## src/rtl/count_seq_pkg.sv

```systemverilog
// Shared types and constants for the command-driven digit counter sequencer.
package count_seq_pkg;

  typedef enum logic [1:0] {
    IDLE = 2'd0,
    RUN  = 2'd1,
    DONE = 2'd2
  } state_e;

  localparam int unsigned MODULUS_DEFAULT = 10;
  localparam int unsigned WRAP_CNT_W      = 8;

endpackage

```

## src/rtl/cnt_digit.sv

```systemverilog
// Mod-MODULUS up/down digit register: steps only when enabled, flags wraps,
// and provides registered number/zero outputs lagging the count by one edge.
module cnt_digit
  import count_seq_pkg::*;
#(
  parameter int unsigned MODULUS = MODULUS_DEFAULT
) (
  input  logic       clk,
  input  logic       rst_n,
  input  logic       step_i,
  input  logic       dir_i,
  output logic       wrap_o,
  output logic [3:0] number_o,
  output logic       zero_o
);

  localparam logic [3:0] MAX = 4'(MODULUS - 1);

  logic [3:0] count_q, count_d;
  logic [3:0] number_q;
  logic       zero_q;

  always_comb begin
    count_d = count_q;
    wrap_o  = 1'b0;
    if (step_i) begin
      if (dir_i) begin
        if (count_q == MAX) begin
          count_d = '0;
          wrap_o  = 1'b1;
        end else begin
          count_d = count_q + 4'd1;
        end
      end else begin
        if (count_q == '0) begin
          count_d = MAX;
          wrap_o  = 1'b1;
        end else begin
          count_d = count_q - 4'd1;
        end
      end
    end
  end

  always_ff @(posedge clk or negedge rst_n) begin
    if (!rst_n) begin
      count_q  <= '0;
      number_q <= '0;
      zero_q   <= 1'b0;
    end else begin
      count_q  <= count_d;
      number_q <= count_q;
      zero_q   <= (count_q == '0);
    end
  end

  assign number_o = number_q;
  assign zero_o   = zero_q;

endmodule

```

## src/rtl/count_seq_ctrl.sv

```systemverilog
// Command sequencer stepping a cnt_digit a requested number of times.
// Optional wrap counter enabled by macro COUNT_SEQ_WRAP_CNT_EN.
module count_seq_ctrl
  import count_seq_pkg::*;
#(
  parameter int unsigned LEN_W   = 4,
  parameter int unsigned MODULUS = MODULUS_DEFAULT
) (
  input  logic                  clk,
  input  logic                  rst_n,
  input  logic                  cmd_valid,
  output logic                  cmd_ready,
  input  logic                  cmd_dir,
  input  logic [LEN_W-1:0]      cmd_len,
  input  logic                  abort,
  output logic                  busy,
  output logic                  done,
  output logic                  aborted,
  output logic [3:0]            number,
  output logic                  zero,
  output logic [WRAP_CNT_W-1:0] wrap_cnt
);

  state_e             state_q, state_d;
  logic [LEN_W-1:0]   rem_q, rem_d;
  logic               dir_q, dir_d;
  logic               aborted_q, aborted_d;
  logic               step;
  logic               accept;
  logic               wrap;

  always_comb begin
    state_d   = state_q;
    rem_d     = rem_q;
    dir_d     = dir_q;
    aborted_d = aborted_q;
    step      = 1'b0;
    accept    = 1'b0;
    case (state_q)
      IDLE: begin
        if (cmd_valid) begin
          accept    = 1'b1;
          dir_d     = cmd_dir;
          rem_d     = cmd_len;
          aborted_d = 1'b0;
          state_d   = (cmd_len == '0) ? DONE : RUN;
        end
      end
      RUN: begin
        // Abort takes priority and suppresses this cycle's step.
        if (abort) begin
          aborted_d = 1'b1;
          state_d   = DONE;
        end else begin
          step  = 1'b1;
          rem_d = rem_q - LEN_W'(1);
          if (rem_q == LEN_W'(1)) state_d = DONE;
        end
      end
      DONE:    state_d = IDLE;
      default: state_d = IDLE;
    endcase
  end

  always_ff @(posedge clk or negedge rst_n) begin
    if (!rst_n) begin
      state_q   <= IDLE;
      rem_q     <= '0;
      dir_q     <= 1'b0;
      aborted_q <= 1'b0;
    end else begin
      state_q   <= state_d;
      rem_q     <= rem_d;
      dir_q     <= dir_d;
      aborted_q <= aborted_d;
    end
  end

  assign cmd_ready = (state_q == IDLE);
  assign busy      = (state_q == RUN) || (state_q == DONE);
  assign done      = (state_q == DONE);
  assign aborted   = aborted_q;

  cnt_digit #(
    .MODULUS(MODULUS)
  ) u_digit (
    .clk      (clk),
    .rst_n    (rst_n),
    .step_i   (step),
    .dir_i    (dir_q),
    .wrap_o   (wrap),
    .number_o (number),
    .zero_o   (zero)
  );

`ifdef COUNT_SEQ_WRAP_CNT_EN
  logic [WRAP_CNT_W-1:0] wrap_cnt_q, wrap_cnt_d;

  always_comb begin
    wrap_cnt_d = wrap_cnt_q;
    if (accept)                         wrap_cnt_d = '0;
    else if (wrap && wrap_cnt_q != '1)  wrap_cnt_d = wrap_cnt_q + 1'b1;
  end

  always_ff @(posedge clk or negedge rst_n) begin
    if (!rst_n) wrap_cnt_q <= '0;
    else        wrap_cnt_q <= wrap_cnt_d;
  end

  assign wrap_cnt = wrap_cnt_q;
`else
  logic wrap_unused;
  assign wrap_unused = wrap | accept;
  assign wrap_cnt    = '0;
`endif

endmodule

```

## config.mk

```make
export PLATFORM = sky130hd
export DESIGN_NAME = count_seq_ctrl
export DESIGN_NICKNAME = d
export VERILOG_FILES = /design/src/rtl/count_seq_pkg.sv /design/src/rtl/cnt_digit.sv /design/src/rtl/count_seq_ctrl.sv
export SDC_FILE = /design/constraint.sdc
export NUM_CORES = 1
export LEC_CHECK = 0
export ABC_AREA = 1
export BUFFER_PORTS_ARGS = -buffer_cell sky130_fd_sc_hd__buf_4
export CORE_MARGIN = 2
export CORE_UTILIZATION = 45
export CTS_CLUSTER_SIZE = 10
export DETAILED_ROUTE_END_ITERATION = 16
export GPL_TIMING_DRIVEN = 0
export PLACE_DENSITY = 0.7
export SLEW_MARGIN = 20
export SYNTH_ARGS = -nofsm -noshare
export SYNTH_HDL_FRONTEND = slang
export SYNTH_SLANG_ARGS = --single-unit
```

## constraint.sdc

```tcl
create_clock -name clk -period 1.7 [get_ports clk]
set_input_delay 0.085 -clock clk [delete_from_list [all_inputs] [get_ports clk]]
set_output_delay 0.085 -clock clk [all_outputs]
set_load 0.1 [all_outputs]
```

# Word level (Yosys, flattened, before mapping)
# Cells that the tools add are included.
# Widths: inputs -> output; s select.
[word_totals]
register_bits = 17
input_bits = 9
out_inout_bits = 17
word_cells = 43
[classes]
addsub = 3
eq_ne = 8
mux = 16
reduce_logical = 9
[op_table]
columns = ["operator", "n"]
rows = [
  ["$mux 4", 5],
  ["$logic_not 4->1", 2],
  ["$mux 2", 4],
  ["$pmux 4 s2", 1],
  ["$sub 4x1->4 const B", 2],
  ["$ne 2x2->1 const B", 3],
  ["$reduce_and 3->1", 2],
  ["$add 4x1->4 const B", 1],
  ["$eq 4x1->1 const B", 1],
  ["$eq 4x4->1 const B", 1],
  ["$mux 1", 4],
  ["$pmux 2 s2", 1],
  ["$reduce_and 2->1", 2],
  ["$ne 3x3->1 const B", 1],
  ["$eq 2x1->1 const B", 1],
  ["$eq 2x2->1 const B", 1],
  ["$logic_not 2->1", 1],
  ["$pmux 1 s2", 1],
  ["$reduce_bool 2->1", 1],
  ["$logic_or 1x1->1", 1],
]

# Logic depth before layout (Yosys ltp)
[depth]
ltp_word = 4
ltp_mapped = 8
mapped_depth_nobuf = 8

# By module
# From an unflattened synthesis, not the netlist that was laid out.
[hier_totals]
hier_cells = 139
area_unflattened_um2 = 1032.2
[by_module_without_submodules]
columns = ["mod", "instances", "cells_each", "area_per_inst_um2", "seq_area_each_um2"]
rows = [
  ["count_seq_ctrl", 1, 84, 586.8, 200.2],
  ["cnt_digit", 1, 55, 445.4, 225.2],
]

# Worst setup path before layout
# Ideal clock, no wire load.
[synth_path]
path_type = "register -> register"
start = "register state_q[0]"
end = "register rem_q[1]"
setup_time_ns = 0.074
arrival_ns = 1.925
t_required_ns = 1.626
setup_slack_ns = -0.299
stages_incl_launch_ff = 9
n_path_buf = 0
synth_period_minus_slack_ns = 1.999
cell_sequence = "dfrtp_1 -> inv_1 -> ha_1 -> nand2_2 -> o21ai_4 -> nand2_4 -> clkinv_4 -> nand2_1 -> o21ai_2"
[synth_via]
elab_chain_len = 3
word_cells_on_any_way = 7
classes_between = "3 x eq/ne; 1 x mux; 3 x reduce/logical"
[synth_rtl]
columns = ["element", "line", "text"]
rows = [
  ["start, declared", "count_seq_ctrl.sv:24", "state_e state_q, state_d;"],
  ["start signal, assigned", "count_seq_ctrl.sv:72", "state_q <= state_d;"],
  ["$logic_not 2->1 *", "-", ""],
  ["via cmd_ready", "count_seq_ctrl.sv:12", "output logic cmd_ready,"],
  ["$ne 2x2->1 (no source line) / $reduce_bool 2->1 (equally long branches)", "-", ""],
  ["$reduce_and 3->1 (no source line)", "-", ""],
  ["end signal, assigned", "count_seq_ctrl.sv:73", "rem_q <= rem_d;"],
  ["end, declared", "count_seq_ctrl.sv:25", "logic [LEN_W-1:0] rem_q, rem_d;"],
]
# Mark *: on every way through the listed nets, which the timed path passes. The rest lies on a longest branch.
# A chain may end at the register's enable or synchronous reset.

# Worst setup path in the final report
[layout_path]
start = "register state_q[0]"
end = "output port cmd_ready"
[layout_via]
elab_chain_len = 1
[layout_rtl]
columns = ["element", "line", "text"]
rows = [
  ["$logic_not 2->1", "count_seq_ctrl.sv:79", "assign cmd_ready = (state_q == IDLE);"],
  ["end, declared", "count_seq_ctrl.sv:12", ""],
]
# Every way passes these cells.

==> metrics.md <==
| Metric | Value |
|---|---|
| Syn_area_per_cell | 8.21 um2 |
| Final setup viols | 0 |
| Crit path max fanout | 5 |
| Number of max-cap violations | 0 |
| Die Wd | approximately 52 um |
| Root buf cell | clkbuf_4 |
| First-pass GRT wire length | 3200 um |
| RSZ-0062 raised after global routing | false |
| Yosys warning count | 0 |
| Die Y | about 52 um |
| Drt wl/cell | a little under 10 um |
| Fmax | roughly 0.7 GHz |
| CTS Buf Count | 3 |
| DRC | 0 |
| Main combinational cell family by area after synthesis | simple AND/OR/NAND/NOR gates |
| Initial core utilization | 0.472 |
| Mapped Area | 1030 um2 |
| Cell variety after synth | 26 |
| Simple-gate area share of the yosys netlist | 0.256 |
| Worst Path Required | about 1.6 ns |
| Ratio of cells with drive above 1 in the final layout | 0.310 |
| CP cell instances | inv_1 -> ha_2 -> buf_4 |
| Slowest-stage cell, CP | dfrtp_1 |
| Cell Rows | 17 |
| CTS H-tree lvls | 1 |
| Area share of fa/ha/maj cells after synthesis | 0.0605 |
| Via/cell ratio | about 4.6 |
| Worst-skew pair later-pin latency | ~0.29 ns |
| IO buf count | 17 |
| Compound-Gate Fraction of Synth Area | 0.123 |
| Status | finished clean |
| #FFs+latches synth | 17 |
| Part of the Yosys area used for sequential elements | 0.411 |
| Startpoint Class | flop |
| Setup Buffers After CTS | 0 |
| Pins Over Slew Limit | 0 |
| Top cell type by total area after synthesis | dfrtp_1 |
| Mapped Cells | approximately 130 |
| # IOs | 26 |
| Die area | 2700 um2 |
| Final ANT Viol Nets | 0 |
| Drt first-iter violations | 15 |
| Initial antenna violation count | 0 |
| Period minus WS final | around 1.5 ns |
| Clock Path Buffers | 2 |
| Min-Delay Path Class | input pin to flop |
| Tot GR Track Use | 0.163 |
| Vias in the first global route | approximately 750 |
| Clock sink total | 17 |
| Setup TNS Final | 0 ns |
| Core ar. | around 2200 um2 |
| CTS tree | built |
| Setup CP Type | flop to output pin |
| Fin. Hold Viols | 0 |
| Synth top area share | 0.411 |
| DPL Wire Length | roughly 1500 um |
| WP data arrival | about 1.4 ns |
| Pin count of the biggest net entering global routing | 18 |
| Synth Area in XOR/XNOR | 0.0169 |
| WL final | between 1500 and 2000 um |
| Ant diodes | 0 |
| Setup crit end kind | output pin |
| Final worst-path cycle share | 0.858 |
| Reg clk slew, reported paths | approximately 0.10 ns |
| Fin nets | between 150 and 200 |
| CP peak stage delay | about 0.4 ns |
| Mux cell area share after synthesis | 0 |
| Skew final | 0.000413 ns |
| Grt total ovfl | 0 |
| Synth-to-Final Area Change | 22.0% |
| Vias | approximately 830 |
| GP Congestion | about 0.86 |
| Ranking of synthesized cells by area | dfrtp_1 41%, nand2_1 10%, ha_1 6.0%, nand3_1 5.8%, buf_4 5.8% |
| Number of detailed-route iterations in the first pass | 4 |
## area by class of cell
class / instances / area (um2)
Multi-Input combinational cell: 91 / 505
Timing Repair Buffer: 18 / 138
Sequential cell: 17 / 425
Clock buffer: 4 / 26.3
Tap cell: 28 / 35.0
Fill cell: 204 / 928
Buffer: 9 / 65.1
Inverter: 16 / 67.6
## routing by layer
metal / wire, um / global-route usage / vias to the layer above
met5: 0 / 0 / -
met4: 21 / 0.0702 / 0
met2: 886 / 0.270 / 24
li1: - / - / 444
met3: 96 / 0.0374 / 3
met1: 802 / 0.200 / 363
## cell usage after synthesis, drive strengths merged
library cell   n
nand2         32
dfrtp         17
inv           15
o21ai         14
nand3         12
nor2          12
buf            9
ha             5
a21oi          3
nand4          2
clkinv         1
conb           1
o2bb2ai        1
xnor2          1
xor2           1
## timing repair
item	in CTS	in global routing
hold buffers	1	0
endpoints found under the hold margin	17	0
gates resized for setup	0	0
## flip-flops by register name, summed over array words and instances (netlist names)
name	cells
aborted	1
dir_q	1
rem_q	4
state_q	2
u_digit.count_q	4
u_digit.number_o	4
u_digit.zero_o	1
## kinds of logic after synthesis
family | after synthesis
and+or+nand+nor | 58
buffers and inverters | 25
AOI/OAI and AO/OA | 18
DFF | 17
adders and majority gates | 5
xor gates and xnor gates | 2
other | 1
## worst paths after layout
check / startpoint / end / slack, ns / cells after the start
min in group asynchronous: rst_n / state_q[0] / 0.18 / 2
worst max register to register: state_q[1] / u_digit.count_q[2] / 0.28 / 7
worst max-delay path: state_q[0] / cmd_ready / 0.24 / 3
worst min-delay path: cmd_dir / dir_q / 0.04 / 3
worst min register to register: u_digit.count_q[0] / u_digit.number_o[0] / 0.38 / 0
max in group asynchronous: rst_n / rem_q[0] / 1.34 / 2
## critical path, delay by kind of cell, from the launching register on
family	cells	cell delay [ns]
buf+inv	2	0.42
flops	1	0.40
fa+ha+maj	1	0.26
## cell usage in the layout, fill, tap and decap left out, types with 2 or more instances in the layout
cell type and n:
nand2_2 3, ha_1 4, o21ai_0 4, clkbuf_4 3, nand4_1 2, nor2_2 2, o21ai_2 4, inv_1 12
a21oi_2 2, conb_1 8, nor2_1 9, buf_4 25, nand2_1 28, dfrtp_1 17, o21ai_1 5, inv_2 2
nand3_1 12
## stage by stage
stage           util  hold slack (ns)  std cells  worst slack (ns)  cell area [um2]
2_1_floorplan      -           -0.211        133            0.0776             1060
3_3_place_gp   0.560          -0.0411        178             0.297             1230
3_5_place_dp   0.560          -0.0392        178             0.291             1230
4_1_cts        0.576           0.0382        183             0.238             1260
5_1_grt        0.576           0.0471        183             0.150             1260
6_report       0.576           0.0419        183             0.242             1260
Power is left out: the tool's default activity adds up to more than one toggle a clock period on the data nets, which glitch-free logic cannot reach.
